<file path="config.mk">
export PLATFORM = sky130hd
export DESIGN_NAME = arbitro_registro
export DESIGN_NICKNAME = d
export VERILOG_FILES = /design/src/rtl/arbitro_pkg.sv /design/src/rtl/rr_select.sv /design/src/rtl/arbitro_registro.sv
export SDC_FILE = /design/constraint.sdc
export NUM_CORES = 1
export LEC_CHECK = 0
export ABC_AREA = 0
export BUFFER_PORTS_ARGS = -buffer_cell sky130_fd_sc_hd__buf_2
export CORE_UTILIZATION = 44
export DETAILED_ROUTE_END_ITERATION = 10
export PLACE_DENSITY = 0.8
export REMOVE_ABC_BUFFERS = 1
export SYNTH_ARGS = -nofsm -noshare
export SYNTH_HDL_FRONTEND = slang
export SYNTH_SLANG_ARGS = --single-unit
</file>
<file path="constraint.sdc">
create_clock -name CLK -period 1.9 [get_ports CLK]
set_input_delay 0.38 -clock CLK [delete_from_list [all_inputs] [get_ports CLK]]
set_output_delay 0.38 -clock CLK [all_outputs]
set_load 0.05 [all_outputs]
</file>
<file path="src/rtl/arbitro_pkg.sv">
// rtl/arbitro_pkg.sv - shared state encoding, default width and round-robin pointer helper
package arbitro_pkg;

  typedef enum logic [1:0] {
    ST_IDLE = 2'd0,
    ST_LOAD = 2'd1,
    ST_DONE = 2'd2
  } state_t;

  localparam int DEFAULT_WIDTH = 12;

  // Pointer advances past the winner, wrapping from n-1 back to 0.
  function automatic logic [2:0] rr_next_ptr(input logic [2:0] idx, input logic [3:0] n);
    if ({1'b0, idx} == n - 4'd1) begin
      return 3'd0;
    end
    return idx + 3'd1;
  endfunction

endpackage

</file>
<file path="src/rtl/rr_select.sv">
// rtl/rr_select.sv - combinational round-robin picker: lowest request at or above ptr, else lowest overall
module rr_select #(
  parameter int N_REQ = 4,
  parameter int PW    = 2
) (
  input  logic [N_REQ-1:0] i_req,
  input  logic [PW-1:0]    i_ptr,
  output logic [N_REQ-1:0] o_grant,
  output logic [PW-1:0]    o_idx
);

  logic w_hit;

  always_comb begin
    o_grant = '0;
    o_idx   = '0;
    w_hit   = 1'b0;
    // Descending scans so the last assignment is the lowest qualifying index.
    for (int i = N_REQ - 1; i >= 0; i--) begin
      if (i_req[i] && (i >= int'(i_ptr))) begin
        o_idx = PW'(i);
        w_hit = 1'b1;
      end
    end
    if (!w_hit) begin
      for (int i = N_REQ - 1; i >= 0; i--) begin
        if (i_req[i]) begin
          o_idx = PW'(i);
        end
      end
    end
    if (i_req != '0) begin
      o_grant[o_idx] = 1'b1;
    end
  end

endmodule

</file>
<file path="src/rtl/arbitro_registro.sv">
// rtl/arbitro_registro.sv - round-robin write controller owning the Registro storage register
// Optional readback comparator and ERR output enabled by ARB_READBACK_CHECK_EN.
module arbitro_registro
  import arbitro_pkg::*;
#(
  parameter int N_REQ = 4,
  parameter int WIDTH = DEFAULT_WIDTH
) (
  input  logic                     CLK,
  input  logic                     CLR,
  input  logic [N_REQ-1:0]         REQ,
  input  logic [N_REQ*WIDTH-1:0]   DATA,
  input  logic [WIDTH-1:0]         QR,
  output logic [WIDTH-1:0]         L,
  output logic                     EN,
  output logic [N_REQ-1:0]         GNT,
  output logic [N_REQ-1:0]         ACK,
  output logic [$clog2(N_REQ)-1:0] OWNER,
  output logic                     BUSY
`ifdef ARB_READBACK_CHECK_EN
  ,
  output logic                     ERR
`endif
);

  localparam int PW = $clog2(N_REQ);

  state_t           r_state;
  logic [PW-1:0]    r_ptr;
  logic [PW-1:0]    r_owner;
  logic [WIDTH-1:0] r_dreg;
  logic             r_en;
  logic [N_REQ-1:0] r_gnt;
  logic [N_REQ-1:0] r_ack;
  logic             r_busy;

  logic [N_REQ-1:0] w_win_onehot;
  logic [PW-1:0]    w_win_idx;
  logic [PW-1:0]    w_next_ptr;
  logic [WIDTH-1:0] w_win_data;

  rr_select #(
    .N_REQ (N_REQ),
    .PW    (PW)
  ) u_rr_select (
    .i_req   (REQ),
    .i_ptr   (r_ptr),
    .o_grant (w_win_onehot),
    .o_idx   (w_win_idx)
  );

  assign w_next_ptr = PW'(rr_next_ptr(3'(w_win_idx), 4'(N_REQ)));
  assign w_win_data = DATA[int'(w_win_idx) * WIDTH +: WIDTH];

  always_ff @(posedge CLK or posedge CLR) begin
    if (CLR) begin
      r_state <= ST_IDLE;
      r_ptr   <= '0;
      r_owner <= '0;
      r_dreg  <= '0;
      r_en    <= 1'b0;
      r_gnt   <= '0;
      r_ack   <= '0;
      r_busy  <= 1'b0;
    end else begin
      case (r_state)
        ST_IDLE: begin
          if (REQ != '0) begin
            r_state <= ST_LOAD;
            r_dreg  <= w_win_data;
            r_ptr   <= w_next_ptr;
            r_owner <= w_win_idx;
            r_en    <= 1'b1;
            r_gnt   <= w_win_onehot;
            r_busy  <= 1'b1;
          end
        end
        ST_LOAD: begin
          // The grant vector becomes the acknowledge so a withdrawn REQ cannot cancel it.
          r_state <= ST_DONE;
          r_en    <= 1'b0;
          r_gnt   <= '0;
          r_ack   <= r_gnt;
        end
        ST_DONE: begin
          r_state <= ST_IDLE;
          r_ack   <= '0;
          r_busy  <= 1'b0;
        end
        default: begin
          r_state <= ST_IDLE;
          r_en    <= 1'b0;
          r_gnt   <= '0;
          r_ack   <= '0;
          r_busy  <= 1'b0;
        end
      endcase
    end
  end

  assign L     = r_dreg;
  assign EN    = r_en;
  assign GNT   = r_gnt;
  assign ACK   = r_ack;
  assign OWNER = r_owner;
  assign BUSY  = r_busy;

`ifdef ARB_READBACK_CHECK_EN
  // QR only reflects the write during DONE, so the compare is qualified by state.
  assign ERR = (r_state == ST_DONE) && (QR != r_dreg);
`else
  logic w_unused_qr;
  assign w_unused_qr = ^QR;
`endif

endmodule

</file>
==> reports/metrics.yaml <==
drt_iter0_drc: 52
drt_wl_total_mm: 3.389
hold_violations: 0
fin_setup_tns_ps: 0
ant_nets: 0
min_path_type: "input pin to async pin"
fin_crit_ps: 1641
first_pass_iters: 4
via_count: 1347
place_congestion: 0.7130
synth_top_family_by_area: "multiplexers"
ios: 90
synth_compound_area_frac: 0.1695
path_class: "register to register"
grtUsageTotal: 0.1837
grt_pass1_wl_mm: 5.637
synthesis.area_sq_um: 1617
overflow: 0
drt-met1-wl_mm: 1.544
drive_above_1_share: 0.4709
setup_violations: 0
start_kind: "register"
synth_fa_ha_area_frac: 0.03096
routed.top_layer: "met4"
io_buffers: 77
fin_area_sq_um: 2062
clkLatencyLatePin_ps: 340
root_buffer: "clkbuf_4"
die-width_um: 62.62
cts_buffers: 3
cts_sinks: 28
fin_nets: 294
rsz0062_at_grt: "no"
die_area_sq_um: 3921
cp_max_fo: 20
fmax_ghz: 0.6093
syn_area_per_cell_sq_um: 11.23
initial_core_util: 0.4733
yosys.area_share.simple: 0.1084
p_leak_nw: 1.110
dr_wl_met2_mm: 1.613
area_delta_synth_final_pct: 27.55
route.met3.wl_um: 172
peakVddDrop_mv: 0.8185
post_cts_buffers: 0
synth_cells: 144
tightestPinTransition_ps: 357.8
grt_pass1_vias: 1271
row_count: 21
path_clk_slew_ps: 150
synth_top_area_share: 0.4334
synthXorXnorAreaFrac: 0
postPlaceCellArea_sq_um: 2026
max_slew_margin: 0.7615
routed_via_density: 5.007
cts_tree: "yes"
fp.dieH_um: 62.62
cap_viol_max_count: 0
p_per_area_nw_per_um2: 1775
cts_hold_buf: 0
yosysTopAreaCell: "dfrtp_1"
yosys-top-cells-area: "dfrtp_1 (43%), mux2i_1 (17%), o221ai_2 (9.3%), nand2_1 (5.1%), ha_1 (3.1%)"
ys_warn_count: 0
synth.area.mux_share: 0.1734
period_share: 0.8638
htreeDepth: 1
antenna_found_initial: 0
slew_violations: 0
ctsResizeCount: 0
dp_hpwl_mm: 2.608
wl_per_cell_um: 12.60
ys_types: 27
cts_buffer_depth: 2
status: "completed"
grt_start_max_net_pins: 29
end_kind: "register"
finalClockSkew_ps: 3.258
route.detailed.drc: 0
ys_seq_area_frac: 0.4334
antenna_cells: 0
crit_required_ps: 2140
ys_ff_latch: 28
worstPathArrival_ps: 1880
core_area_sq_um: 3416
nFillCells: 320
## Yosys cell counts
library cell and instances:
nand2_4 2, inv_1 6, mux2i_1 28, or2b_1 2, a21o_1 1, nor4_2 1, dfrtp_1 28, nor2b_1 1
inv_8 1, o221ai_2 10, a21oi_1 7, clkbuf_1 2, nand2_1 22, buf_6 3, inv_2 1, nor2_1 8
buf_4 1, o22a_2 1, ha_1 4, a211o_2 1, or3_1 1, o221ai_1 2, buf_12 1, o21ai_0 6
o22ai_1 1, a21boi_0 1, buf_8 2
## area by class of cell
| cell class | instances | area (sq um) | area share |
|---|---|---|---|
| multi-input combinational | 99 | 779.5 | 0.3780 |
| clock buffer | 4 | 36.28 | 0.01760 |
| timing repair buffer | 84 | 450.4 | 0.2184 |
| tap | 46 | 57.56 | 0.02791 |
| sequential | 28 | 700.7 | 0.3398 |
| inverter | 8 | 37.54 | 0.01820 |
## where the power goes
part	total [mW]	leakage, nW	switching [mW]	internal [mW]
Clock	0.303	0.0210	0.185	0.118
Sequential	1.03	0.352	0.157	0.872
Combinational	2.33	0.737	1.60	0.724
## critical path, stage by stage (launching register included)
cell and delay, ps:
dfrtp_1 450, a21o_1 170, a21oi_1 140, o22a_2 200, buf_12 190, mux2i_1 260
o221ai_2 130
## cell families after synthesis
family	count (synthesis)
AO/OA/AOI/OAI	30
adder cells (fa/ha/maj)	4
buffers and inverters	17
flip-flops	28
multiplexers	28
AND/OR/NAND/NOR	37
## metal layers
metal	vias to the layer above	GRT usage
li1	666	-
met5	-	0
met2	62	0.3193
met1	614	0.2284
met4	0	0.07849
met3	5	0.02190
## flip-flops by register name (all words and copies together) (netlist names)
name / cells
ACK: 4
EN: 1
r_state: 2
GNT: 4
L: 12
BUSY: 1
r_ptr: 2
OWNER: 2
## worst paths after layout
| kind | endpoint | startpoint | slack (ps) | cells past startpoint |
|---|---|---|---|---|
| max in group asynchronous | L[4] | CLR | 1570 | 3 |
| min reg2reg | OWNER[0] | OWNER[0] | 500 | 2 |
| min | L[7] | CLR | 70 | 3 |
| max reg2reg | L[11] | r_ptr[1] | 260 | 6 |
| max | L[11] | r_ptr[1] | 260 | 6 |
| min in group CLK | L[3] | DATA[3] | 340 | 3 |
## layout by cell type, fill, tap and decap left out, types with 3 or more instances in the layout
cell type and instances:
inv_1 6, o21ai_0 6, nor2_1 8, nand2_1 22, mux2i_1 28, buf_4 6
clkbuf_4 3, buf_2 77, a21oi_1 7, dfrtp_1 28, ha_1 4, o221ai_2 10
## through the flow
stage / power [mW] / hold WS, ps / utilization / instances / setup WS [ps]
floorplan: 2.790 / 445.4 / - / 135 / 73.58
global placement: 3.343 / 456.9 / 0.5930 / 265 / 200.7
detailed placement: 3.404 / 459.0 / 0.5930 / 265 / 144.1
CTS: 3.703 / 64.23 / 0.6037 / 269 / 246.1
global route: 3.894 / 122.1 / 0.6037 / 269 / 165.9
finish: 3.660 / 66.10 / 0.6037 / 269 / 258.9
No activity file was read; power rests on OpenSTA's default activity.
